==> src/rtl/pipe_ctrl_pkg.sv <==
// Shared execution-control definitions: FSM state encoding and special opcodes.
// Used by the execution controller, the debug unit and the ID decoder.
package pipe_ctrl_pkg;

  typedef enum logic [2:0] {
    ST_IDLE   = 3'd0,
    ST_RUN    = 3'd1,
    ST_STEP   = 3'd2,
    ST_DRAIN  = 3'd3,
    ST_HALTED = 3'd4
  } state_e;

  localparam logic [5:0] OP_HALT = 6'b111111;
  localparam logic [5:0] OP_NOP  = 6'b000000;

endpackage

==> src/rtl/load_use_detect.sv <==
// Combinational load-use hazard detector: a load in EX whose destination is
// read by the instruction in ID. Writes to $zero never create a hazard.
module load_use_detect #(
  parameter int NB_REG = 5
) (
  input  logic [NB_REG-1:0] i_id_rs,
  input  logic [NB_REG-1:0] i_id_rt,
  input  logic [NB_REG-1:0] i_ex_rt,
  input  logic              i_ex_mem_read,
  output logic              stall
);

  assign stall = i_ex_mem_read && (i_ex_rt != '0) &&
                 ((i_ex_rt == i_id_rs) || (i_ex_rt == i_id_rt));

endmodule

==> src/rtl/pipe_exec_ctrl.sv <==
// Five-stage pipeline execution controller: run/step/halt sequencing, load-use
// bubbles and HALT drain. Optional cycle counter under PIPE_EXEC_CTRL_CYCLE_COUNT_EN.
module pipe_exec_ctrl
  import pipe_ctrl_pkg::*;
#(
  parameter int NB_OP        = 6,
  parameter int NB_REG       = 5,
  parameter int NB_CYCLE     = 32,
  parameter int DRAIN_CYCLES = 3
) (
  input  logic                i_clk,
  input  logic                i_reset,
  input  logic                i_run,
  input  logic                i_step,
  input  logic [NB_OP-1:0]    i_id_opcode,
  input  logic [NB_REG-1:0]   i_id_rs,
  input  logic [NB_REG-1:0]   i_id_rt,
  input  logic [NB_REG-1:0]   i_ex_rt,
  input  logic                i_ex_mem_read,
  output logic                o_pc_enable,
  output logic                o_if_id_enable,
  output logic                o_id_ex_flush,
  output logic                o_pipe_enable,
  output logic                o_busy,
  output logic                o_halted,
  output logic [NB_CYCLE-1:0] o_cycle_count
);

  localparam logic [3:0] DRAIN_INIT = 4'(DRAIN_CYCLES - 1);

  state_e     state_q, state_d;
  logic [3:0] drain_q, drain_d;
  logic       stall, halt;

  load_use_detect #(.NB_REG(NB_REG)) u_hazard (
    .i_id_rs       (i_id_rs),
    .i_id_rt       (i_id_rt),
    .i_ex_rt       (i_ex_rt),
    .i_ex_mem_read (i_ex_mem_read),
    .stall         (stall)
  );

  // A stalled HALT is not yet committed; it is seen again once the bubble clears.
  assign halt = (i_id_opcode == NB_OP'(OP_HALT)) && !stall;

  always_ff @(posedge i_clk or posedge i_reset) begin
    if (i_reset) begin
      state_q <= ST_IDLE;
      drain_q <= '0;
    end else begin
      state_q <= state_d;
      drain_q <= drain_d;
    end
  end

  always_comb begin
    state_d        = state_q;
    drain_d        = drain_q;
    o_pc_enable    = 1'b0;
    o_if_id_enable = 1'b0;
    o_id_ex_flush  = 1'b0;
    o_pipe_enable  = 1'b0;
    unique case (state_q)
      ST_IDLE: begin
        if (i_run)       state_d = ST_RUN;
        else if (i_step) state_d = ST_STEP;
      end
      ST_RUN, ST_STEP: begin
        o_pipe_enable  = 1'b1;
        o_pc_enable    = !stall && !halt;
        o_if_id_enable = !stall && !halt;
        o_id_ex_flush  = stall;
        if (halt) begin
          state_d = ST_DRAIN;
          drain_d = DRAIN_INIT;
        end else if (state_q == ST_STEP) begin
          state_d = ST_IDLE;
        end
      end
      ST_DRAIN: begin
        o_pipe_enable = 1'b1;
        o_id_ex_flush = 1'b1;
        if (drain_q == '0) state_d = ST_HALTED;
        else               drain_d = drain_q - 4'd1;
      end
      ST_HALTED: ;
      default: state_d = ST_IDLE;
    endcase
  end

  assign o_busy   = (state_q == ST_RUN) || (state_q == ST_STEP) || (state_q == ST_DRAIN);
  assign o_halted = (state_q == ST_HALTED);

`ifdef PIPE_EXEC_CTRL_CYCLE_COUNT_EN
  logic [NB_CYCLE-1:0] cycle_q;

  always_ff @(posedge i_clk or posedge i_reset) begin
    if (i_reset)                          cycle_q <= '0;
    else if (o_pipe_enable && !(&cycle_q)) cycle_q <= cycle_q + 1'b1;
  end

  assign o_cycle_count = cycle_q;
`else
  assign o_cycle_count = '0;
`endif

endmodule

==> config.mk <==
export PLATFORM = sky130hd
export DESIGN_NAME = pipe_exec_ctrl
export DESIGN_NICKNAME = d
export VERILOG_FILES = /design/src/rtl/pipe_ctrl_pkg.sv /design/src/rtl/load_use_detect.sv /design/src/rtl/pipe_exec_ctrl.sv
export SDC_FILE = /design/constraint.sdc
export NUM_CORES = 1
export LEC_CHECK = 0
export CELL_PAD_IN_SITES_DETAIL_PLACEMENT = 1
export CELL_PAD_IN_SITES_GLOBAL_PLACEMENT = 2
export CORE_UTILIZATION = 17
export DETAILED_ROUTE_END_ITERATION = 8
export PLACE_DENSITY = 0.8
export SYNTH_ARGS = -nofsm -noshare
export SYNTH_HDL_FRONTEND = slang
export SYNTH_SLANG_ARGS = --single-unit
==> constraint.sdc <==
create_clock -name i_clk -period 2.3 [get_ports i_clk]
set_input_delay 0.46 -clock i_clk [delete_from_list [all_inputs] [get_ports i_clk]]
set_output_delay 0.46 -clock i_clk [all_outputs]
set_load 0.03 [all_outputs]
==> impl_metrics.env <==
export IMPL_crit_path_max_incr_delay_ns=0.18
export IMPL_worst_setup_path_start_kind="input port"
export IMPL_post_drt_wl_per_cell_um=10.2
export IMPL_grt_overflow_total=0
export IMPL_ios=64
export IMPL_timing_fmax_ghz=0.439
export IMPL_synthesis_area_sq_um=888
export IMPL_seq_area_sq_um=175
export IMPL_postRouteAntennaNets=0
export IMPL_synthesis_yosys_warnings=0
export IMPL_finalCoreUtilization=0.269
export IMPL_cp_cell_sequence="buf_8 -> buf_6 -> xor2_2 -> nor3_2 -> a22oi_2 -> nor2_4 -> buf_6 -> nand2_2 -> a21oi_2 -> buf_6"
export IMPL_grt_setup_unrepaired="true"
export IMPL_grtUsageTotal=0.0876
export IMPL_top_signal_layer_used="met4"
export IMPL_finalWirelength_um=2230
export IMPL_postSynthAreaPerCell_sq_um=8.08
export IMPL_via_per_inst=3.54
export IMPL_status="finished clean"
export IMPL_clock_skew_final_ns=0.00107
export IMPL_synthArstFlopShare=1.00
export IMPL_route_layer_met1_wl_um=918
export IMPL_cp_arrival_ns=1.82
export IMPL_totalNegativeSetupSlack_ns=0
export IMPL_endpoint_kind="primary output"
export IMPL_cts_htree_levels=1
export IMPL_power_leakage_nw=0.609
export IMPL_metal3_wl_um=151
export IMPL_grt_first_pass_wirelength_um=3570
export IMPL_nFillCells=620
export IMPL_timing_hold_violations_final=0
export IMPL_ys_types=34
export IMPL_drt_drc_violations_left=0
export IMPL_area_occupied_by_multi_input_gates_sq_um=598
export IMPL_antenna_violations_before_repair=0
export IMPL_synth_seq_area_share=0.197
export IMPL_core_region_area_sq_um=4880
export IMPL_fp_dieH_um=74.3
export IMPL_max_cap_violations=0
export IMPL_vias=772
export IMPL_buffer_type_at_the_clock_tree_root="sky130_fd_sc_hd__clkbuf_8"
export IMPL_core_rowCount=25
export IMPL_critPathMostFrequentCell="sky130_fd_sc_hd__buf_6"
export IMPL_detailroute_wirelength_met2_um=1150
export IMPL_critPathMaxFanout=3
export IMPL_synth_largest_area_cell="sky130_fd_sc_hd__buf_4"
export IMPL_initial_core_util=0.182
export IMPL_critPathKind="input port to primary output"
export IMPL_synth_top_flop_cell="sky130_fd_sc_hd__dfrtp_1"
export IMPL_syn_instance_count=110
export IMPL_cts_hold_buffers_added=0
export IMPL_grt_start_max_net_pins=11
export IMPL_cp_data_required_time_ns=1.84
export IMPL_final_period_minus_worst_setup_slack_ns=2.28
export IMPL_vdd_ir_drop_worst_v=0.000291
export IMPL_worst_path_max_delay_cell="sky130_fd_sc_hd__nor3_2"
export IMPL_drt_pass1_iter_count=2
export IMPL_share_of_cells_above_drive_strength_1=0.252
export IMPL_initialDrtViolationCount=4
export IMPL_clk_pin_slew_ns=0.04
export IMPL_part_of_the_cycle_the_worst_path_needs=0.991
export IMPL_place_hpwl_um=1780
export IMPL_synth_top_area_share=0.287
export IMPL_report_final_slew_viol_count=0
export IMPL_die_width_um=74.3
export IMPL_clock_latency_ns=0.23
export IMPL_number_of_clock_sinks=7
export IMPL_die_area_sq_um=5520
export IMPL_dpl_cell_count=210
export IMPL_gp_congestion=0.763
export IMPL_power_density_nw_per_um2=798
export IMPL_clk_path_buf_depth=2
export IMPL_num_antenna_cells=0
export IMPL_synth_edff_count=0
export IMPL_report_final_setup_viol=0
export IMPL_worst_hold_path_type="input port to asynchronous set/reset pin"
export IMPL_nets=180
export IMPL_final_instance_count_excl_fill=218
export IMPL_ys_ff_latch=7
export IMPL_area_growth_pct=47.6
export IMPL_synth_top_cells_by_area="sky130_fd_sc_hd__buf_4 29%, sky130_fd_sc_hd__dfrtp_1 20%, sky130_fd_sc_hd__xor2_1 9.9%"
export IMPL_final_cell_mix="32 x sky130_fd_sc_hd__conb_1, 13 x sky130_fd_sc_hd__clkdlybuf4s50_1, 11 x sky130_fd_sc_hd__buf_4"
export IMPL_mostFrequentLayoutCell="sky130_fd_sc_hd__conb_1"
export IMPL_tritoncts_num_buffers=3
export IMPL_grt_pass1_vias=778
export IMPL_io_buffer_count=31
export IMPL_cts_tree="done"
==> layer usage <==
layer / global-route usage / vias to the layer above
met2: 0.158 / 36
li1: - / 380
met5: 0 / -
met1: 0.100 / 354
met4: 0.0252 / 0
met3: 0.0257 / 2
==> cells by family after synthesis <==
| kind of cell | share of synthesized area |
|---|---|
| muxes | 0.0225 |
| and+or+nand+nor | 0.182 |
| other | 0.00422 |
| xor gates and xnor gates | 0.108 |
| adders and majority gates | 0.0282 |
| AOI/OAI and AO/OA | 0.135 |
| buffers and inverters | 0.323 |
| DFF | 0.197 |
==> cell usage after synthesis, types with 2 or more instances <==
master / number
sky130_fd_sc_hd__nand2b_1: 3
sky130_fd_sc_hd__mux2i_1: 2
sky130_fd_sc_hd__inv_1: 5
sky130_fd_sc_hd__xor2_1: 10
sky130_fd_sc_hd__clkbuf_1: 2
sky130_fd_sc_hd__buf_4: 34
sky130_fd_sc_hd__nand2_1: 7
sky130_fd_sc_hd__nor3_1: 3
sky130_fd_sc_hd__nor2_1: 7
sky130_fd_sc_hd__a21oi_1: 5
sky130_fd_sc_hd__a31oi_1: 2
sky130_fd_sc_hd__dfrtp_1: 7
sky130_fd_sc_hd__ha_1: 2
==> final cells by class <==
class / instances / area share
clock buffers: 4 / 0.0344
inverters: 5 / 0.0143
multi-input cells: 92 / 0.456
flip-flops and latches: 7 / 0.134
well taps: 67 / 0.0639
repair buffers: 43 / 0.298
==> per-stage QoR <==
stage / setup WS (ns) / total power, mW / hold WS [ns] / cell area [sq um]
after floorplan: -0.0296 / 0.701 / 0.263 / 1020
after global placement: -0.378 / 0.832 / 0.496 / 1200
after detailed placement: -0.341 / 0.841 / 0.508 / 1200
after CTS: -0.0886 / 1.03 / 0.505 / 1270
after global routing: -0.0304 / 1.14 / 0.542 / 1310
final: 0.0206 / 1.05 / 0.484 / 1310
==> worst paths after layout <==
path,slack [ns],endpoint,start,depth (start not counted)
setup / recovery,0.02,o_id_ex_flush,i_ex_rt[4],10
hold / removal,0.48,drain_q[0]$_DFFE_PP0P_,i_reset,2
setup reg to reg,0.73,drain_q[1]$_DFFE_PP0P_,state_q[1]$_DFFE_PP0P_,6
hold reg to reg,0.51,drain_q[0]$_DFFE_PP0P_,drain_q[0]$_DFFE_PP0P_,1
max in group asynchronous,1.59,state_q[2]$_DFFE_PP0P_,i_reset,2
min in group i_clk,0.51,drain_q[0]$_DFFE_PP0P_,drain_q[0]$_DFFE_PP0P_,1
==> registers in the layout, indices dropped and copies added (netlist names) <==
register,flops
drain_q,4
state_q,3
==> worst max-delay path: cells and delay by family <==
kind,cells,cell delay (ns)
AOI/OAI and AO/OA,2,0.29
xor gates and xnor gates,1,0.17
buffers and inverters,4,0.48
and+or+nand+nor,3,0.41
==> power breakdown <==
group,internal (mW),total [mW],leakage (nW),switching (mW)
clock network,0.120,0.176,0.0228,0.0559
logic,0.264,0.656,0.505,0.391
registers,0.175,0.214,0.0813,0.0396
==> what timing repair did <==
| item | in CTS | in global routing |
|---|---|---|
| setup buffers | 4 | 0 |
| resized for setup | 37 | 13 |
| endpoints found under the setup margin | 3 | 3 |
| endpoints found under the hold margin | 0 | 0 |
| pin swaps | 14 | 10 |
Power figures use the tool's default switching activity.
